[config.mk]
export PLATFORM = sky130hd
export DESIGN_NAME = igbt_scr_sequencer
export DESIGN_NICKNAME = d
export VERILOG_FILES = /design/src/rtl/igbt_scr_pkg.sv /design/src/rtl/igbt_scr_sequencer_us_timer.sv /design/src/rtl/igbt_scr_sequencer.sv
export SDC_FILE = /design/constraint.sdc
export NUM_CORES = 1
export LEC_CHECK = 0
export CAP_MARGIN = 15
export CORE_UTILIZATION = 53
export CTS_CLUSTER_DIAMETER = 150
export DETAILED_ROUTE_END_ITERATION = 10
export HOLD_SLACK_MARGIN = 0.06
export PLACE_DENSITY = 0.89
export SLEW_MARGIN = 5
export SYNTH_ARGS = -nofsm -noshare
export SYNTH_HDL_FRONTEND = slang
export SYNTH_SLANG_ARGS = --single-unit
[constraint.sdc]
create_clock -name sys_clk -period 3 [get_ports sys_clk]
set_input_delay 0.6 -clock sys_clk [delete_from_list [all_inputs] [get_ports sys_clk]]
set_output_delay 0.6 -clock sys_clk [all_outputs]
set_load 0.01 [all_outputs]
[src/rtl/igbt_scr_pkg.sv]
// Shared types and constants for the IGBT/SCR pulse sequencer.
package igbt_scr_pkg;

    typedef enum logic [1:0] {
        ST_IDLE,
        ST_DRIVE,
        ST_DEAD,
        ST_FAULT
    } state_t;

    localparam logic [1:0] FC_NONE   = 2'd0;
    localparam logic [1:0] FC_CMD    = 2'd1;
    localparam logic [1:0] FC_ABORT  = 2'd2;
    localparam logic [1:0] FC_STATUS = 2'd3;

    localparam logic [2:0] CH_IGBT0   = 3'd0;
    localparam logic [2:0] CH_IGBT1   = 3'd1;
    localparam logic [2:0] CH_IGBT2   = 3'd2;
    localparam logic [2:0] CH_IGBT3   = 3'd3;
    localparam logic [2:0] CH_IGBT4   = 3'd4;
    localparam logic [2:0] CH_SCR0    = 3'd5;
    localparam logic [2:0] CH_SCR1    = 3'd6;
    localparam logic [2:0] CH_ILLEGAL = 3'd7;

    localparam int unsigned NUM_IGBT = 5;
    localparam int unsigned NUM_SCR  = 2;

    // Enable pattern {SCR[1:0], IGBT[4:0]} for a channel; illegal channel gives all-off.
    function automatic logic [NUM_SCR+NUM_IGBT-1:0] chan_onehot(input logic [2:0] ch);
        logic [NUM_SCR+NUM_IGBT-1:0] oh;
        oh = '0;
        if (ch != CH_ILLEGAL) oh[ch] = 1'b1;
        return oh;
    endfunction

endpackage

[src/rtl/igbt_scr_sequencer_us_timer.sv]
// Prescaler plus loadable 16-bit microsecond down-counter; o_expire marks the
// last cycle of the loaded interval. Shared by on-time and dead-time phases.
module us_timer
    import igbt_scr_pkg::*;
#(
    parameter int unsigned CLK_PER_US = 50
) (
    input  logic        sys_clk,
    input  logic        sys_rst_n,
    input  logic        i_load,
    input  logic [15:0] i_load_us,
    input  logic        i_en,
    output logic        o_expire
);

    localparam int unsigned PW = (CLK_PER_US > 1) ? $clog2(CLK_PER_US) : 1;
    localparam logic [PW-1:0] PRE_LAST = PW'(CLK_PER_US - 1);

    logic [PW-1:0] r_pre;
    logic [15:0]   r_us;
    logic          w_wrap;

    assign w_wrap   = i_en && (r_pre == PRE_LAST);
    assign o_expire = w_wrap && (r_us == 16'd1);

    always_ff @(posedge sys_clk or negedge sys_rst_n) begin
        if (!sys_rst_n) begin
            r_pre <= '0;
            r_us  <= '0;
        end else if (i_load) begin
            r_pre <= '0;
            r_us  <= i_load_us;
        end else if (w_wrap) begin
            r_pre <= '0;
            if (r_us != '0) r_us <= r_us - 16'd1;
        end else if (i_en) begin
            r_pre <= r_pre + PW'(1);
        end
    end

endmodule

[src/rtl/igbt_scr_sequencer.sv]
// Command-driven IGBT/SCR pulse sequencer with enforced dead time and fault latch.
// Define SEQ_STATUS_CHECK_EN to check driver status feedback against the enables.
module igbt_scr_sequencer
    import igbt_scr_pkg::*;
#(
    parameter int unsigned CLK_PER_US = 50,
    parameter int unsigned DEAD_US    = 2,
    parameter int unsigned MAX_ON_US  = 10000,
    parameter int unsigned STATUS_TMO = 4
) (
    input  logic                sys_clk,
    input  logic                sys_rst_n,
    input  logic                cmd_valid,
    output logic                cmd_ready,
    input  logic [2:0]          cmd_chan,
    input  logic [15:0]         cmd_on_us,
    input  logic                abort,
    input  logic                fault_clr,
    input  logic [NUM_IGBT-1:0] IGBT_status,
    input  logic [NUM_SCR-1:0]  SCR_status,
    output logic [NUM_IGBT-1:0] IGBT_on_EN,
    output logic [NUM_SCR-1:0]  SCR_on_EN,
    output logic                busy,
    output logic                done,
    output logic                fault,
    output logic [1:0]          fault_code
);

    localparam int unsigned NCH = NUM_IGBT + NUM_SCR;

    state_t          r_state, w_next;
    logic [2:0]      r_chan, w_chan_next;
    logic            r_nodone, w_nodone_next;
    logic [NCH-1:0]  r_en;
    logic            r_cmd_ready, r_busy, r_done, r_fault;
    logic [1:0]      r_fault_code, w_fc_next;
    logic            w_done_next;
    logic            w_accept, w_cmd_ok, w_mismatch;
    logic            w_tmr_load, w_tmr_en, w_tmr_expire;
    logic [15:0]     w_tmr_val;

    assign w_accept = (r_state == ST_IDLE) && cmd_valid && r_cmd_ready && !abort;
    assign w_cmd_ok = (cmd_chan != CH_ILLEGAL) && (cmd_on_us != 16'd0) &&
                      (cmd_on_us <= 16'(MAX_ON_US));
    assign w_tmr_en = (r_state == ST_DRIVE) || (r_state == ST_DEAD);

    us_timer #(.CLK_PER_US(CLK_PER_US)) u_timer (
        .sys_clk   (sys_clk),
        .sys_rst_n (sys_rst_n),
        .i_load    (w_tmr_load),
        .i_load_us (w_tmr_val),
        .i_en      (w_tmr_en),
        .o_expire  (w_tmr_expire)
    );

`ifdef SEQ_STATUS_CHECK_EN
    localparam int unsigned SW = (STATUS_TMO > 1) ? $clog2(STATUS_TMO + 1) : 1;
    logic [SW-1:0] r_st_wait;

    // r_en already holds the expected feedback pattern: one-hot in DRIVE, zero in DEAD.
    assign w_mismatch = w_tmr_en && (r_st_wait == '0) && ({SCR_status, IGBT_status} != r_en);

    always_ff @(posedge sys_clk or negedge sys_rst_n) begin
        if (!sys_rst_n)               r_st_wait <= '0;
        else if (w_next != r_state)   r_st_wait <= SW'(STATUS_TMO - 1);
        else if (r_st_wait != '0)     r_st_wait <= r_st_wait - SW'(1);
    end
`else
    logic w_unused_status;
    assign w_unused_status = ^{IGBT_status, SCR_status};
    assign w_mismatch      = 1'b0;
`endif

    always_comb begin
        w_next        = r_state;
        w_chan_next   = r_chan;
        w_nodone_next = r_nodone;
        w_fc_next     = r_fault_code;
        w_done_next   = 1'b0;
        w_tmr_load    = 1'b0;
        w_tmr_val     = 16'(DEAD_US);
        case (r_state)
            ST_IDLE: begin
                if (w_accept) begin
                    if (w_cmd_ok) begin
                        w_next      = ST_DRIVE;
                        w_chan_next = cmd_chan;
                        w_tmr_load  = 1'b1;
                        w_tmr_val   = cmd_on_us;
                    end else begin
                        w_next    = ST_FAULT;
                        w_fc_next = FC_CMD;
                    end
                end
            end
            ST_DRIVE: begin
                if (abort) begin
                    w_next    = ST_FAULT;
                    w_fc_next = FC_ABORT;
                end else if (w_mismatch) begin
                    w_next    = ST_FAULT;
                    w_fc_next = FC_STATUS;
                end else if (w_tmr_expire) begin
                    w_next        = ST_DEAD;
                    w_nodone_next = 1'b0;
                    w_tmr_load    = 1'b1;
                end
            end
            ST_DEAD: begin
                if (abort) begin
                    w_next    = ST_FAULT;
                    w_fc_next = FC_ABORT;
                end else if (w_mismatch) begin
                    w_next    = ST_FAULT;
                    w_fc_next = FC_STATUS;
                end else if (w_tmr_expire) begin
                    w_next      = ST_IDLE;
                    w_done_next = !r_nodone;
                end
            end
            ST_FAULT: begin
                if (fault_clr && !abort) begin
                    w_next        = ST_DEAD;
                    w_fc_next     = FC_NONE;
                    w_nodone_next = 1'b1;
                    w_tmr_load    = 1'b1;
                end
            end
            default: w_next = ST_IDLE;
        endcase
    end

    always_ff @(posedge sys_clk or negedge sys_rst_n) begin
        if (!sys_rst_n) begin
            r_state      <= ST_IDLE;
            r_chan       <= CH_IGBT0;
            r_nodone     <= 1'b0;
            r_en         <= '0;
            r_cmd_ready  <= 1'b0;
            r_busy       <= 1'b0;
            r_done       <= 1'b0;
            r_fault      <= 1'b0;
            r_fault_code <= FC_NONE;
        end else begin
            r_state      <= w_next;
            r_chan       <= w_chan_next;
            r_nodone     <= w_nodone_next;
            r_en         <= (w_next == ST_DRIVE) ? chan_onehot(w_chan_next) : '0;
            r_cmd_ready  <= (w_next == ST_IDLE) && !abort;
            r_busy       <= (w_next != ST_IDLE);
            r_done       <= w_done_next;
            r_fault      <= (w_next == ST_FAULT);
            r_fault_code <= w_fc_next;
        end
    end

    assign IGBT_on_EN = r_en[NUM_IGBT-1:0];
    assign SCR_on_EN  = r_en[NCH-1:NUM_IGBT];
    assign cmd_ready  = r_cmd_ready;
    assign busy       = r_busy;
    assign done       = r_done;
    assign fault      = r_fault;
    assign fault_code = r_fault_code;

endmodule

==> out/summary.txt, run 1 <==
Run status: complete, no violations
Die X-Extent: 70.37 microns
Warnings from Yosys: 0
Combined area of all synthesized cells: 0.002477 sq mm
Proportion of synthesized chip area in sequential cells: 0.4141
Diodes inserted: 0
Number of library cell types mapped by synthesis: 57
CTS sink cnt: 41
Maximum number of pins on one net before global-route repair: 42
Area leader, netlist: sky130_fd_sc_hd__dfrtp_1
Worst relative slew slack: 0.3801
Antenna-violating nets left: 0
IO buf count: 36
Clock root buffer master: sky130_fd_sc_hd__clkbuf_8
Area delta synth->final: 26.82%
Power density over the cells: 844.2 mW/mm^2
WL/cell: 14.66 microns
Critical Path Source Type: input pin
Count of flip-flops with a built-in enable after synthesis: 0
Cell type of the slowest stage on the worst timing path: sky130_fd_sc_hd__or4_4
Highest Clock Rate: 0.3544 GHz
LEAKAGE: 1.307 nW
Gp weighted congestion: 0.8606
Wirelength, routed: 5660 microns
Clock network latency to the later pin of the worst-skew pair: 0.30 ns
Final worst-path cycle share: 0.9407
Number of failing hold endpoints at the final stage: 0
Synthesized flop and latch total: 41
Drt first-iter violations: 232
Layout cells sized above 1: 0.1587
Most common flop cell mapped by yosys: sky130_fd_sc_hd__dfrtp_1
Via density: 5.972
Core footprint: 0.004414 sq mm
GRT Resource Usage Total: 0.2524
Total number of H-tree levels: 2
FFs w/ async S/R, synth: 1.000
Starting Density: 0.5612
Final-layout setup total negative slack: 0 ns
Time the worst path needs with I/O delays and setup: 2.822 ns
Clk buf depth: 2
Total congestion overflow: 0
Share of the synthesized area in the top cell type: 0.4141
Synth area leaders: sky130_fd_sc_hd__dfrtp_1, sky130_fd_sc_hd__ha_1, sky130_fd_sc_hd__xor2_1
Worst EP required: 3.14 ns
Worst Max-Slew Pin Slew: 0.9298 ns
Biggest cell delay along the critical path: 0.55 ns
Worst path cell trace: clkdlybuf4s50_1 -> or4_4 -> or3_1 -> o2111ai_1 -> o32ai_2 -> nor3_1 -> a2111oi_2
R2r setup slk: 0.27 ns
Fillcell total: 350
Final routed DRC violation total: 0
Mean area per synthesized cell: 9.108 sq um
Via count of the first global-routing pass: 2228
Maximum Capacitance Violations: 0
Vert. Die Dim: 70.37 microns
Hold buffers post-CTS: 0
Site row count: 24
Clock Pin Slew Worst Setup and Hold Paths: 0.08 ns
Final max-slew violation count: 0
Critical Path Sink Type: flop
PostCTS Resize Cnt: 0
Worst min-delay path class: input pin to async pin
Pre-antenna DRT Iters: 4
Number of cells produced by synthesis: 272
Worst Skew: 0.008133 ns
DIE AREA: 0.004952 sq mm
Final HPWL from detailed placement: 4123 microns
TritonCTS clock tree: built
Final setup viols: 0
I/O Pins: 44
Wire length of the first global-routing pass: 9963 microns
Synthesized net count: 313
Total vias in the final route: 2305
Max Fanout on Critical Path: 13
VDD IR max: 0.4341 mV
Buffer count from post-CTS setup fixing: 0
Number of cells on the worst reg-to-reg path: 6
Clock buffers created by TritonCTS: 5
Final-stage net count: 374
Crit path DAT: 2.96 ns
Initial antenna violation count: 0
Critical path class: input pin to flop
Unrepaired setup endpoints after global routing: no
WHS: 0.4307 ns
-- final timing paths --
| check | to | start |
|---|---|---|
| hold reg to reg | done | r_nodone |
| min in group sys_clk | done | r_nodone |
| max in group asynchronous | u_timer.r_pre[4] | sys_rst_n |
| setup / recovery | u_timer.r_us[7] | cmd_on_us[11] |
| setup reg to reg | u_timer.r_us[7] | u_timer.r_us[4] |
| hold / removal | r_en[2] | sys_rst_n |
-- cell type report --
| class | instances | area [sq um] | share of cell area |
|---|---|---|---|
| Clock buffer | 5 | 68.82 | 0.02190 |
| Multi-Input combinational cell | 206 | 1344 | 0.4277 |
| Sequential cell | 41 | 1026 | 0.3266 |
| Tap cell | 52 | 65.06 | 0.02071 |
| Clock inverter | 3 | 17.52 | 0.005575 |
| Inverter | 16 | 62.56 | 0.01991 |
| Timing Repair Buffer | 63 | 558.0 | 0.1776 |
-- metrics by stage --
step	power (W)	worst slack, ns	utilization	instances	area [sq um]
finish	0.002652	0.1780	0.7117	386	3142
detailed placement	0.002272	-0.1261	0.6922	378	3055
global route	0.002869	0.06505	0.7117	386	3142
global placement	0.002214	-0.06427	0.6922	378	3055
floorplan	0.001816	0.4129	-	272	2477
CTS	0.002645	0.1828	0.7117	386	3142
-- where the power goes --
| part | switching (W) | leakage (nW) | internal (W) |
|---|---|---|---|
| logic | 0.000737 | 0.737 | 0.000608 |
| clock network | 0.000199 | 0.0439 | 0.000161 |
| registers | 0.000196 | 0.527 | 0.000752 |
| total | 0.00113 | 1.31 | 0.00152 |
-- sequential cells by signal, summed over array words and instances, names as in the netlist --
name           cells
fault_code         2
r_state            2
fault              1
cmd_ready          1
u_timer.r_us      16
busy               1
r_en               7
r_chan             3
r_nodone           1
done               1
u_timer.r_pre      6
-- critical path: cells and delay by family --
family                 cells  cell delay (ns)
AO/OA/AOI/OAI              3             0.63
AND/OR/NAND/NOR            3             1.30
buffers and inverters      1             0.42
-- layout by cell type (no fill, tap or decap), types with 2 or more instances in the layout --
| master | instances |
|---|---|
| sky130_fd_sc_hd__nor3_2 | 4 |
| sky130_fd_sc_hd__nor2_1 | 29 |
| sky130_fd_sc_hd__nand4_1 | 8 |
| sky130_fd_sc_hd__mux2i_1 | 3 |
| sky130_fd_sc_hd__clkdlybuf4s50_1 | 35 |
| sky130_fd_sc_hd__nor4b_1 | 2 |
| sky130_fd_sc_hd__or3_1 | 4 |
| sky130_fd_sc_hd__nor4_1 | 7 |
| sky130_fd_sc_hd__or4_1 | 2 |
| sky130_fd_sc_hd__or4_4 | 2 |
| sky130_fd_sc_hd__buf_4 | 27 |
| sky130_fd_sc_hd__a21oi_1 | 8 |
| sky130_fd_sc_hd__nand2_1 | 24 |
| sky130_fd_sc_hd__a31oi_1 | 2 |
| sky130_fd_sc_hd__o21ai_0 | 21 |
| sky130_fd_sc_hd__clkinv_2 | 2 |
| sky130_fd_sc_hd__nor2b_1 | 2 |
| sky130_fd_sc_hd__a41oi_1 | 2 |
| sky130_fd_sc_hd__inv_1 | 15 |
| sky130_fd_sc_hd__ha_1 | 10 |
| sky130_fd_sc_hd__nand3_1 | 14 |
| sky130_fd_sc_hd__nand3b_1 | 2 |
| sky130_fd_sc_hd__xor2_1 | 14 |
| sky130_fd_sc_hd__dfrtp_1 | 41 |
| sky130_fd_sc_hd__clkbuf_8 | 5 |
| sky130_fd_sc_hd__nand4b_1 | 2 |
| sky130_fd_sc_hd__nor3_1 | 14 |
-- synth_stat cells, types with 2 or more instances --
| cell | instances |
|---|---|
| sky130_fd_sc_hd__dfrtp_1 | 41 |
| sky130_fd_sc_hd__nor2_1 | 29 |
| sky130_fd_sc_hd__nand2_1 | 24 |
| sky130_fd_sc_hd__o21ai_0 | 21 |
| sky130_fd_sc_hd__inv_1 | 15 |
| sky130_fd_sc_hd__nand3_1 | 14 |
| sky130_fd_sc_hd__nor3_1 | 14 |
| sky130_fd_sc_hd__xor2_1 | 14 |
| sky130_fd_sc_hd__ha_1 | 10 |
| sky130_fd_sc_hd__a21oi_1 | 8 |
| sky130_fd_sc_hd__nand4_1 | 8 |
| sky130_fd_sc_hd__nor4_1 | 7 |
| sky130_fd_sc_hd__clkbuf_1 | 5 |
| sky130_fd_sc_hd__nor3_2 | 4 |
| sky130_fd_sc_hd__or3_1 | 4 |
| sky130_fd_sc_hd__buf_2 | 3 |
| sky130_fd_sc_hd__mux2i_1 | 3 |
| sky130_fd_sc_hd__a31oi_1 | 2 |
| sky130_fd_sc_hd__a41oi_1 | 2 |
| sky130_fd_sc_hd__nand3b_1 | 2 |
| sky130_fd_sc_hd__nand4b_1 | 2 |
| sky130_fd_sc_hd__nor2b_1 | 2 |
| sky130_fd_sc_hd__nor4b_1 | 2 |
| sky130_fd_sc_hd__or4_1 | 2 |
| sky130_fd_sc_hd__or4_4 | 2 |
-- cell families (layout without fill, tap and decap cells) --
logic type,Yosys count,count (layout),share of synthesized area
compound gates,50,50,0.1399
xor+xnor,15,15,0.05303
fa+ha+maj,10,10,0.05051
buf+inv,25,87,0.04343
flops,41,41,0.4141
mux,5,5,0.02576
simple gates,126,126,0.2732
-- routing by layer --
metal / track usage / part of all wire / vias to the layer above
met4: 0.09556 / 0.022 / 0
met2: 0.4212 / 0.50 / 78
met1: 0.3221 / 0.43 / 1117
met5: 0 / 0 / -
li1: - / - / 1097
met3: 0.04906 / 0.052 / 13
Note: power is estimated with default switching activity, not from simulation.
==> run 2, diff against run 1 <==
Settings changed: CORE_MARGIN set to 5, CTS_CLUSTER_DIAMETER 150 to 200.
==> run 2 against run 1 <==
Net effect:
- sequential cell count stayed put
- clock power is 20% higher
- combinational power is 3% lower
- global-route usage is 3.6 points lower
- die area increased by 24%
- sequential power rose by 0.5%
- hold slack worse by 0.0028 ns
- power up 1.7%
- worst setup slack improved by 0.041 ns
- critical path type unchanged
==> out/summary.txt, run 2 (same netlist as run 1, synthesis figures left out) <==
Clock buffers created by TritonCTS: 5 (unchanged)
PostCTS Resize Cnt: 0 (unchanged)
Most common cell after layout, fill and taps aside: sky130_fd_sc_hd__dfrtp_1 (unchanged)
Max Fanout on Critical Path: 3 (was 13)
Biggest cell delay along the critical path: 0.56 ns (was 0.55 ns)
Final cell area excluding filler cells: 0.003129 sq mm (was 0.003142 sq mm)
Run status: complete, no violations (unchanged)
TritonCTS clock tree: built (unchanged)
Total congestion overflow: 0 (unchanged)
Util after Layout: 0.7041 (was 0.7117)
Critical Path Source Type: input pin (unchanged)
Worst min-delay path class: input pin to async pin (unchanged)
DIE AREA: 0.006142 sq mm (was 0.004952 sq mm)
Cell type of the slowest stage on the worst timing path: sky130_fd_sc_hd__or4_4 (unchanged)
Multi-input logic area: 0.001344 sq mm (unchanged)
Fillcell total: 338 (was 350)
Final-stage net count: 370 (was 374)
Total vias in the final route: 2297 (was 2305)
Cells after DPL: 374 (was 378)
Part of the total power dissipated in combinational logic: 0.487 (was 0.507)
Largest reg by FF count: u_timer.r_us (unchanged)
Commonest non-fill, non-tap cells in the layout: sky130_fd_sc_hd__dfrtp_1, sky130_fd_sc_hd__clkdlybuf4s50_1, sky130_fd_sc_hd__nor2_1, sky130_fd_sc_hd__nand2_1, sky130_fd_sc_hd__buf_4 (was sky130_fd_sc_hd__dfrtp_1, sky130_fd_sc_hd__clkdlybuf4s50_1, sky130_fd_sc_hd__nor2_1, sky130_fd_sc_hd__buf_4, sky130_fd_sc_hd__nand2_1)
Non-filler instance count after layout: 381 (was 386)
Net switching power figure: 0.001131 W (was 0.001132 W)
Area delta synth->final: 26.31% (was 26.82%)
Worst Skew: 0.006299 ns (was 0.008133 ns)
Net switching share of the total power: 0.4194 (was 0.4267)
Site row count: 24 (unchanged)
Final worst-path cycle share: 0.9270 (was 0.9407)
LEAKAGE: 1.298 nW (was 1.307 nW)
Worst EP required: 3.18 ns (was 3.14 ns)
Final setup viols: 0 (unchanged)
Final HPWL from detailed placement: 4403 microns (was 4123 microns)
Wire length of the first global-routing pass: 10630 microns (was 9963 microns)
Diodes inserted: 0 (unchanged)
Clk buf depth: 2 (unchanged)
Critical Path Sink Type: flop (unchanged)
Time the worst path needs with I/O delays and setup: 2.781 ns (was 2.822 ns)
Hold buffers post-CTS: 0 (unchanged)
Number of failing hold endpoints at the final stage: 0 (unchanged)
Gp weighted congestion: 0.8871 (was 0.8606)
Cell type group with the largest total delay on the critical path: simple AND/OR/NAND/NOR gates (unchanged)
Cell type with the highest occurrence count on the critical path: sky130_fd_sc_hd__o21ai_0
Clock root buffer master: sky130_fd_sc_hd__clkbuf_8 (unchanged)
Unrepaired setup endpoints after global routing: no (unchanged)
Via count of the first global-routing pass: 2311 (was 2228)
Vert. Die Dim: 78.37 microns (was 70.37 microns)
Maximum Capacitance Violations: 0 (unchanged)
WL/cell: 15.91 microns (was 14.66 microns)
Wirelength, routed: 6060 microns (was 5660 microns)
Layout cells sized above 1: 0.1459 (was 0.1587)
Power density over the cells: 862.1 mW/mm^2 (was 844.2 mW/mm^2)
Worst relative slew slack: 0.3676 (was 0.3801)
GRT Resource Usage Total: 0.2169 (was 0.2524)
Total power of the final layout: 0.002698 W (was 0.002652 W)
Internal power contribution: 0.001566 W (was 0.001521 W)
Clock network latency to the later pin of the worst-skew pair: 0.30 ns (about the same)
Antenna-violating nets left: 0 (unchanged)
Crit path DAT: 2.96 ns (about the same)
Die X-Extent: 78.37 microns (was 70.37 microns)
I/O Pins: 44 (unchanged)
Drt first-iter violations: 133 (was 232)
Maximum number of pins on one net before global-route repair: 42 (unchanged)
Highest Clock Rate: 0.3596 GHz (was 0.3544 GHz)
Post-detailed-placement cell area: 0.003025 sq mm (was 0.003055 sq mm)
WHS: 0.4279 ns (was 0.4307 ns)
Largest registers: u_timer.r_us (16), r_en (7), u_timer.r_pre (6) (unchanged)
Pre-antenna DRT Iters: 5 (was 4)
Critical path class: input pin to flop (unchanged)
Initial antenna violation count: 0 (unchanged)
Core footprint: 0.004444 sq mm (was 0.004414 sq mm)
CTS sink cnt: 41 (unchanged)
Sequential Power Share: 0.353 (was 0.357)
Area taken by flip-flops and latches: 0.001026 sq mm (unchanged)
Final routed DRC violation total: 0 (unchanged)
Buffer count from post-CTS setup fixing: 0 (unchanged)
Starting Density: 0.5574 (was 0.5612)
Worst path cell trace: clkdlybuf4s50_1 -> or4_4 -> or3_1 -> o21ai_0 -> o21ai_0 -> a222oi_1 -> mux2_2 (was clkdlybuf4s50_1 -> or4_4 -> or3_1 -> o2111ai_1 -> o32ai_2 -> nor3_1 -> a2111oi_2)
Flip-flop count of the largest register after layout: 16 (unchanged)
Clock power frac: 0.160 (was 0.136)
IO buf count: 36 (unchanged)
Total number of H-tree levels: 2 (unchanged)
Final max-slew violation count: 0 (unchanged)
Via density: 6.029 (was 5.972)
Buffering stage count on the worst path with inverters included: 1 (unchanged)
Clock Pin Slew Worst Setup and Hold Paths: 0.07 ns (was 0.08 ns)
Worst Max-Slew Pin Slew: 0.9367 ns (was 0.9298 ns)
VDD IR max: 0.3711 mV (was 0.4341 mV)
==> run 2: changes by cell type in the layout (fill, tap and decap cells not counted), sizes merged <==
cell      previous run  this run
bufinv               0         1
clkinv               2         1
clkinvlp             1         0
buf                 28        24
==> run 2: power groups by stage <==
| stage | Sequential, W | Combinational [W] | Clock, W |
|---|---|---|---|
| after floorplan | 0.000930 | 0.000886 | 0 |
| after global placement | 0.000940 | 0.00123 | 0 |
| after detailed placement | 0.000955 | 0.00128 | 0 |
| after CTS | 0.000945 | 0.00130 | 0.000434 |
| after global routing | 0.000984 | 0.00145 | 0.000462 |
| final | 0.000953 | 0.00131 | 0.000431 |
==> run 2: metrics by stage <==
step	setup TNS (ns)	worst slack [ns]
after floorplan	0	0.4129
after global placement	-0.1276	-0.05685
after detailed placement	-0.3120	-0.07614
after CTS	0	0.2095
after global routing	0	0.1095
final	0	0.2190
==> run 2: worst paths after layout <==
kind,startpoint,endpoint,slack (ns),cells past startpoint
worst max-delay path,cmd_on_us[11],fault_code[0],0.22,7
worst min-delay path,sys_rst_n,fault_code[1],0.43,1
worst max register to register,r_state[0],r_en[1],0.36,9
worst min register to register,r_nodone,done,0.49,1
max in group asynchronous,sys_rst_n,r_chan[0],2.02,1
min in group sys_clk,r_nodone,done,0.49,1
==> run 2: final cells by class <==
class	instances	share of cell area
inverters	16	0.01999
clock buffers	5	0.02199
repair buffers	59	0.1687
well taps	52	0.02079
flip-flops and latches	41	0.3279
multi-input cells	206	0.4294
clock inverters	2	0.01120
==> run 2: worst reg2reg max path, cell delays in order (launching register included) <==
cell and delay [ns]:
sky130_fd_sc_hd__dfrtp_1 0.44, sky130_fd_sc_hd__inv_1 0.12, sky130_fd_sc_hd__ha_1 0.32, sky130_fd_sc_hd__nand4bb_1 0.18
sky130_fd_sc_hd__or3_1 0.17, sky130_fd_sc_hd__nor4_2 0.06, sky130_fd_sc_hd__o311ai_0 0.78, sky130_fd_sc_hd__o21ai_2 0.10
sky130_fd_sc_hd__buf_4 0.20, sky130_fd_sc_hd__nor3_1 0.18
==> run 2: routing by layer <==
metal | vias to the layer above | global-route usage | wire (microns)
met2 | 83 | 0.3861 | 3071
met1 | 1113 | 0.2496 | 2500
li1 | 1085 | - | -
met3 | 16 | 0.04805 | 350
met5 | - | 0 | 0
met4 | 0 | 0.09615 | 137
